[config.mk]
export PLATFORM = sky130hd
export DESIGN_NAME = spi_register_controller
export DESIGN_NICKNAME = d
export VERILOG_FILES = /design/src/rtl/spi_register_controller.sv
export SDC_FILE = /design/constraint.sdc
export NUM_CORES = 1
export LEC_CHECK = 0
export ABC_AREA = 1
export BUFFER_PORTS_ARGS = -buffer_cell sky130_fd_sc_hd__buf_4
export CAP_MARGIN = 10
export CORE_MARGIN = 2
export CORE_UTILIZATION = 50
export DETAILED_ROUTE_END_ITERATION = 6
export PLACE_DENSITY = 0.72
export SYNTH_ARGS = -nofsm -noshare
export SYNTH_HDL_FRONTEND = slang
export SYNTH_SLANG_ARGS = --single-unit
[constraint.sdc]
create_clock -name i_Clock -period 1.45 [get_ports i_Clock]
set_input_delay 0.29 -clock i_Clock [delete_from_list [all_inputs] [get_ports i_Clock]]
set_output_delay 0.29 -clock i_Clock [all_outputs]
set_load 0.005 [all_outputs]
[src/rtl/spi_register_controller.sv]
`default_nettype none
// ============================================================================
//  Module   : spi_register_controller
//  Purpose  : SPI mode-0 slave that turns 16-bit number / 8-bit value frames
//             (with burst auto-increment) into register write strobes.
//  Revision : 1.0 - initial release
// ============================================================================
module spi_register_controller #(
    parameter int SYNC_STAGES = 2
) (
    input  logic        i_Clock,
    input  logic        i_Reset_n,
    input  logic        i_SPI_SCK,
    input  logic        i_SPI_MOSI,
    input  logic        i_SPI_CS_n,
    output logic        o_SPI_MISO,
    output logic        o_RegisterWriteEnable,
    output logic [15:0] o_RegisterNumber,
    output logic [7:0]  o_RegisterValue,
    output logic [7:0]  o_WriteCount,
    output logic        o_FrameError
);

    localparam logic [1:0] c_S_IDLE   = 2'd0;
    localparam logic [1:0] c_S_NUM_HI = 2'd1;
    localparam logic [1:0] c_S_NUM_LO = 2'd2;
    localparam logic [1:0] c_S_DATA   = 2'd3;

    logic [SYNC_STAGES-1:0] r_sck_sync;
    logic [SYNC_STAGES-1:0] r_mosi_sync;
    logic [SYNC_STAGES-1:0] r_cs_sync;
    logic [SYNC_STAGES:0]   r_flush;
    logic                   r_sck_prev;
    logic                   r_cs_prev;

    logic [1:0]  r_state;
    logic [1:0]  w_state_next;
    logic [2:0]  r_bit_cnt;
    logic [6:0]  r_shift;
    logic [15:0] r_addr;
    logic [7:0]  r_miso_shift;
    logic        r_strobe;
    logic        r_error;
    logic [15:0] r_number;
    logic [7:0]  r_value;
    logic [7:0]  r_wcount;

    logic        w_sck;
    logic        w_mosi;
    logic        w_cs;
    logic        w_armed;
    logic        w_sck_rise;
    logic        w_sck_fall;
    logic        w_cs_rise;
    logic        w_cs_fall;
    logic        w_active;
    logic        w_byte_done;
    logic [7:0]  w_byte;
    logic        w_strobe_next;
    logic        w_error_next;
    logic        w_miso;

    always_ff @(posedge i_Clock or negedge i_Reset_n) begin
        if (!i_Reset_n) begin
            r_sck_sync  <= '0;
            r_mosi_sync <= '0;
            r_cs_sync   <= '1;
            r_flush     <= '0;
            r_sck_prev  <= 1'b0;
            r_cs_prev   <= 1'b1;
        end else begin
            r_sck_sync  <= {r_sck_sync[SYNC_STAGES-2:0], i_SPI_SCK};
            r_mosi_sync <= {r_mosi_sync[SYNC_STAGES-2:0], i_SPI_MOSI};
            r_cs_sync   <= {r_cs_sync[SYNC_STAGES-2:0], i_SPI_CS_n};
            r_flush     <= {r_flush[SYNC_STAGES-1:0], 1'b1};
            r_sck_prev  <= w_sck;
            r_cs_prev   <= w_cs;
        end
    end

    assign w_sck   = r_sck_sync[SYNC_STAGES-1];
    assign w_mosi  = r_mosi_sync[SYNC_STAGES-1];
    assign w_cs    = r_cs_sync[SYNC_STAGES-1];
    // CS edges are masked until the preset values have flushed out of the
    // synchronizer, so a CS_n held low through reset never opens a frame.
    assign w_armed = r_flush[SYNC_STAGES];

    assign w_sck_rise  = w_sck & ~r_sck_prev;
    assign w_sck_fall  = ~w_sck & r_sck_prev;
    assign w_cs_rise   = w_armed & w_cs & ~r_cs_prev;
    assign w_cs_fall   = w_armed & ~w_cs & r_cs_prev;
    assign w_active    = (r_state != c_S_IDLE);
    assign w_byte_done = w_active & w_sck_rise & (r_bit_cnt == 3'd7);
    assign w_byte      = {r_shift, w_mosi};

    always_ff @(posedge i_Clock or negedge i_Reset_n) begin
        if (!i_Reset_n) begin
            r_state <= c_S_IDLE;
        end else begin
            r_state <= w_state_next;
        end
    end

    always_comb begin
        w_state_next = r_state;
        case (r_state)
            c_S_IDLE:   if (w_cs_fall)   w_state_next = c_S_NUM_HI;
            c_S_NUM_HI: if (w_byte_done) w_state_next = c_S_NUM_LO;
            c_S_NUM_LO: if (w_byte_done) w_state_next = c_S_DATA;
            c_S_DATA:   w_state_next = c_S_DATA;
            default:    w_state_next = c_S_IDLE;
        endcase
        if (w_cs_rise) begin
            w_state_next = c_S_IDLE;
        end
    end

    // A byte completing in the same cycle as CS_n rising still counts as clean.
    always_comb begin
        w_strobe_next = w_byte_done & (r_state == c_S_DATA);
        w_error_next  = w_cs_rise & w_active & ~w_byte_done &
                        ((r_state == c_S_NUM_LO) | (r_bit_cnt != 3'd0) | w_sck_rise);
        w_miso        = (r_state == c_S_NUM_HI) & r_miso_shift[7];
    end

    always_ff @(posedge i_Clock or negedge i_Reset_n) begin
        if (!i_Reset_n) begin
            r_bit_cnt    <= 3'd0;
            r_shift      <= 7'd0;
            r_addr       <= 16'd0;
            r_miso_shift <= 8'd0;
            r_strobe     <= 1'b0;
            r_error      <= 1'b0;
            r_number     <= 16'd0;
            r_value      <= 8'd0;
            r_wcount     <= 8'd0;
        end else begin
            r_strobe <= w_strobe_next;
            r_error  <= w_error_next;

            if (w_cs_rise) begin
                r_bit_cnt <= 3'd0;
            end else if (w_cs_fall && (r_state == c_S_IDLE)) begin
                r_bit_cnt    <= 3'd0;
                r_miso_shift <= r_wcount;
            end else if (w_active && w_sck_rise) begin
                r_bit_cnt <= r_bit_cnt + 3'd1;
                r_shift   <= w_byte[6:0];
            end

            if (w_sck_fall && (r_state == c_S_NUM_HI)) begin
                r_miso_shift <= {r_miso_shift[6:0], 1'b0};
            end

            if (w_byte_done) begin
                case (r_state)
                    c_S_NUM_HI: r_addr[15:8] <= w_byte;
                    c_S_NUM_LO: r_addr[7:0]  <= w_byte;
                    c_S_DATA: begin
                        r_number <= r_addr;
                        r_value  <= w_byte;
                        r_addr   <= r_addr + 16'd1;
                        r_wcount <= r_wcount + 8'd1;
                    end
                    default: ;
                endcase
            end
        end
    end

    assign o_SPI_MISO            = w_miso;
    assign o_RegisterWriteEnable = r_strobe;
    assign o_RegisterNumber      = r_number;
    assign o_RegisterValue       = r_value;
    assign o_WriteCount          = r_wcount;
    assign o_FrameError          = r_error;

endmodule
`default_nettype wire
* After elaboration in Yosys (flattened, before gate mapping)
Index checks and enable logic that the tools add are counted.
** Word-level totals
- Register bits :: 81
- Input port bits :: 5
- Word-level logic and storage cells :: 79
- Output and inout port bits :: 35
** Cells by class
- Bitwise logic cells :: 22
- Add/sub/neg operators :: 3
- Mux-type cells :: 13
- Reduce and logical (&&, ||, !) cells :: 16
- Eq/ne operators :: 8
** Operators with widths (number)
- 8-bit one-hot mux with 2 select lines :: 2
- 8-bit two-way mux :: 3
- 16-bit by 1-bit adder with 16-bit output (second input constant) :: 1
- 1-bit bitwise AND :: 13
- 3-bit two-way mux :: 3
- 3-bit inequality test (second input constant) :: 3
- 8-bit by 1-bit adder with 8-bit output (second input constant) :: 1
- 2-bit two-way mux :: 4
- 2-bit one-hot mux with 4 select lines :: 1
- 2-bit AND reduction :: 4
- 2-bit nonzero test :: 4
- 1-bit NOT :: 7
- 3-bit AND reduction :: 2
- 3-bit nonzero test :: 2
- 2-bit == test (second input constant) :: 2
- 3-bit by 1-bit adder with 3-bit output (second input constant) :: 1
- 3-bit == test (second input constant) :: 1
- 1-bit logical AND :: 3
- 2-bit by 1-bit == test with 1-bit output (second input constant) :: 1
- 2-bit logical NOT :: 1
- 2-bit by 1-bit inequality test with 1-bit output (second input constant) :: 1
- 1-bit bitwise OR :: 2

* Depth between registers and ports, before layout
- Depth after elaboration :: 7
- Mapped depth :: 10
- Depth with buffers taken out :: 10

* Worst setup path after synthesis
No wires, ideal clock.
- Path kind :: flip-flop to flip-flop
- Start :: register r_bit_cnt[0]
- End :: register r_addr[8]
- Arrival time :: 1.305 ns
- Required time :: 1.330 ns
- Path slack :: 0.025 ns
- Cell stages (with the launch flop) :: 9
- Setup time :: 0.120 ns
- Clock period less this slack :: 1.425 ns
- Path buffers :: 0
- Cell sequence :: dfrtp_1 > ha_1 > ha_1 > nand2_4 > inv_1 > nand2_2 > inv_2 > o21ai_0 > inv_1
** Between the ends
- Word-level cells in the longest chain between the ends :: 3
** RTL lines
- start, declared :: RTL line 38 : logic [2:0] r_bit_cnt;
- start signal, assigned :: RTL line 147 : r_bit_cnt <= r_bit_cnt + 3'd1;
- 3-bit == test :: RTL line 93 : assign w_byte_done = w_active & w_sck_rise & (r_bit_cnt == 3'd7);
- 1-bit bitwise AND :: RTL line 93
- 2-bit AND reduction (no source line)
- end signal, assigned :: RTL line 157 : c_S_NUM_HI: r_addr[15:8] <= w_byte;
- end signal, assigned :: RTL line 162 : r_addr <= r_addr + 16'd1;
- end, declared :: RTL line 40 : logic [15:0] r_addr;
Every way passes these cells.
A chain may end at the register's enable or synchronous reset.

* Worst setup path in the final report
- Start :: register r_state[1]
- End :: output o_SPI_MISO
** Between the ends
- Word-level cells in the longest chain between the ends :: 2
** RTL lines
- start, declared :: RTL line 36 : logic [1:0] r_state;
- start signal, assigned :: RTL line 98 : r_state <= c_S_IDLE;
- start signal, assigned :: RTL line 100 : r_state <= w_state_next;
- 2-bit by 1-bit == test with 1-bit output :: RTL line 123 : w_miso = (r_state == c_S_NUM_HI) & r_miso_shift[7];
- 1-bit bitwise AND :: RTL line 123
- end, declared :: RTL line 16 : output logic o_SPI_MISO,
Every way passes these cells.

==> key figures <==
Outcome
  • Status: finished, violations left
  • Violated checks: setup timing

CTS
  • CTS tree: yes
  • Clock-pin slew on the worst setup and hold paths: 80 ps
  • CTS Buf Count: 9
  • Clk root buf: clkbuf_8
  • Clock latency on the worst-skew pair: 360 ps
  • H-tree levels: 3
  • Clk buf depth: 2
  • # clock sinks: 81

Worst setup path
  • Worst EP required: 1160 ps
  • Worst r2r src: r_state[0]
  • Setup CP Type: reg2out
  • Startpoint Class: flop
  • Critical Path End Type: output port
  • Crit path DAT: 1200 ps
  • FF-to-FF End: o_WriteCount[5]
  • R2R Setup Slk: -20 ps
  • Cell depth of the worst flop-to-flop path: 9
  • Crit-path max FO: 4

Floorplan
  • Die Footprint: 8080 sq um
  • Overall die height: 89.9 um
  • Initial Util: 51.1%
  • Row cnt: 31
  • Die span in x: 89.9 um
  • Core area: 7210 sq um
  • IO Count: 40

Run
  • Max Cap Viol: 0

Global routing
  • Initial antenna violation count: 0
  • Met2 usage: 33.3%
  • Grt ovf: 0
  • Global-route wire length before repair: 13.7 mm
  • Pin count of the biggest net entering global routing: 33
  • Met1 GRT Util: 29.3%
  • Met3 GRT Util: 3.19%
  • Number of global-route vias before repair: 2936
  • Gr usage total: 21.2%
  • GR peak layer: met2

Logic synthesis
  • Synth area leaders: dfrtp_1, nand2_1, o21ai_0
  • Mean Syn Cell Area: 8.56 sq um
  • Seq/Total Area, Yosys: 55.0%
  • Post-Syn Nets: 441
  • Count of different cell masters after synthesis: 29
  • Ys Warns: 0
  • Cell area after synthesis: 3690 sq um
  • Cell taking the most area after synthesis: dfrtp_1
  • Synth Instances: 431
  • Share of the synthesized area in the top cell type: 52.9%
  • Number of synthesized register bits: 81

Detailed routing
  • DRC: 0
  • Vias after detailed routing: 3175
  • Vias per inst: 5.20
  • Post-DRT Antenna Nets: 0
  • Initial DRT Pass Iterations: 4
  • Number of DRC markers in iteration 0: 211
  • Final WL: 8.51 mm
  • WL/cell: 13.9 um

Placement
  • Post-Place Cell Area: 4270 sq um
  • Port buffer count: 39
  • Dpl ws: -152 ps
  • Final HPWL DP: 5.79 mm
  • Placed Cells: 580
  • GP Congestion: 0.905

STA
  • Final WS setup: -44.5 ps
  • Pins over their slew limit: 0
  • Unrepaired setup endpoints after global routing: true
  • Clk_skew: 12.5 ps
  • Fin crit share: 103%
  • FMAX: 0.669 GHz
  • Period minus WS final: 1490 ps
  • Worst hold slack: 37.1 ps
  • Final Hold Viols: 0
  • Setup violators final: 6
  • Sum Neg Setup Slack: -86.7 ps

Worst hold path
  • Hold Path Class: in2reg
  • Hold Startpoint: i_SPI_SCK
  • Hold Path Depth: 1
  • Hold endpoint: r_sck_sync[0]

Layout
  • Most frequent cells in the layout: nand2_1, dfrtp_1, buf_4, inv_1, o21ai_0
  • Nets: 517
  • FF/Latch Area: 2030 sq um
  • Commonest non-fill, non-tap cell in the layout: nand2_1
  • N_diodes: 0
  • Final cell count without fillers: 611
  • Share of cells above drive strength 1: 29.5%
  • Multi-input logic area: 1550 sq um
  • Final instance area: 4820 sq um
  • Fill count: 575
  • Area growth from synthesis to layout: 30.7%

Pwr
  • Worst vdd ir: 665 uV
  • PwrDens: 1060 nW/um^2
  • Leakage Power: 0.00235 uW
metrics by stage:
step	util, %	total power [uW]
6_report	66.8	5120
5_1_grt	66.8	5400
4_1_cts	63.4	4990
3_5_place_dp	59.2	3350
3_3_place_gp	59.2	3300
2_1_floorplan	-	3060
cells by family after synthesis:
group	synth area share, %
xor+xnor	1.42
flops	55.0
buf+inv	7.80
fa+ha+maj	1.70
compound gates	12.1
other cells	0.102
simple gates	21.8
final cells by class:
cell class	instances	share of cell area, %
clock inverter	4	0.571
multi-input combinational	281	32.2
tap	99	2.57
sequential	81	42.2
clock buffer	12	3.22
timing repair buffer	77	14.8
inverter	57	4.54
routing by layer:
metal / vias to the layer above / wire length, um / share of wire [%]
met1: 1532 / 3990 / 47
li1: 1540 / - / -
met4: 0 / 231 / 2.7
met3: 18 / 328 / 3.9
met2: 85 / 3960 / 47
met5: - / 0 / 0
power by group:
group | internal, uW | switching [uW] | total [uW]
sequential | 2490 | 150 | 2640
clock | 713 | 813 | 1530
combinational | 418 | 542 | 960
total | 3620 | 1510 | 5120
worst max path at each step:
stage	startpoint	cells after the start	to
floorplan	r_bit_cnt[0]	8	r_addr[8]
global placement	r_bit_cnt[0]	8	o_RegisterNumber[8]
detailed placement	r_bit_cnt[0]	8	o_RegisterNumber[8]
CTS	r_state[0]	7	r_addr[2]
global route	r_state[0]	9	o_RegisterNumber[7]
finish	r_state[1]	4	o_SPI_MISO
cell usage after synthesis:
library cell  instances
nand2_1              92
dfrtp_1              78
inv_1                55
o21ai_0              52
nor2_1               47
nand3_1              32
a21oi_1              10
a22oi_1               6
nand4_1               6
xor2_1                6
ha_1                  5
o21ai_1               5
o21ai_2               5
buf_2                 4
clkbuf_1              4
buf_6                 3
dfstp_2               3
nor3_1                3
inv_2                 2
nand2_2               2
nand2_4               2
nor2_4                2
a31oi_1               1
a41oi_1               1
clkbuf_2              1
conb_1                1
nand3b_1              1
nor2_2                1
o211ai_1              1
critical path, cell delays in order (launching register included):
cell and delay, ps:
dfrtp_2 480, nor2_4 140, inv_2 50, nor2_2 70, buf_4 110
what timing repair did:
item                                   4_1_cts  5_1_grt
gates cloned                                 0        2
buffers inserted                            10        2
resized for setup                           13       66
pin swaps                                    6       10
setup endpoints to repair                   36       59
endpoints found under the hold margin       26        0
hold buffers                                 1        0
sequential cells by signal, summed over array words and instances (netlist names):
register               count
r_bit_cnt                  3
r_mosi_sync                2
r_shift                    7
r_addr                    16
o_RegisterValue            8
o_RegisterWriteEnable      1
o_WriteCount               8
r_state                    2
r_cs_prev                  1
r_miso_shift               8
r_flush                    3
o_RegisterNumber          16
r_cs_sync                  2
r_sck_prev                 1
r_sck_sync                 2
o_FrameError               1
(Power assumes the default switching activity.)
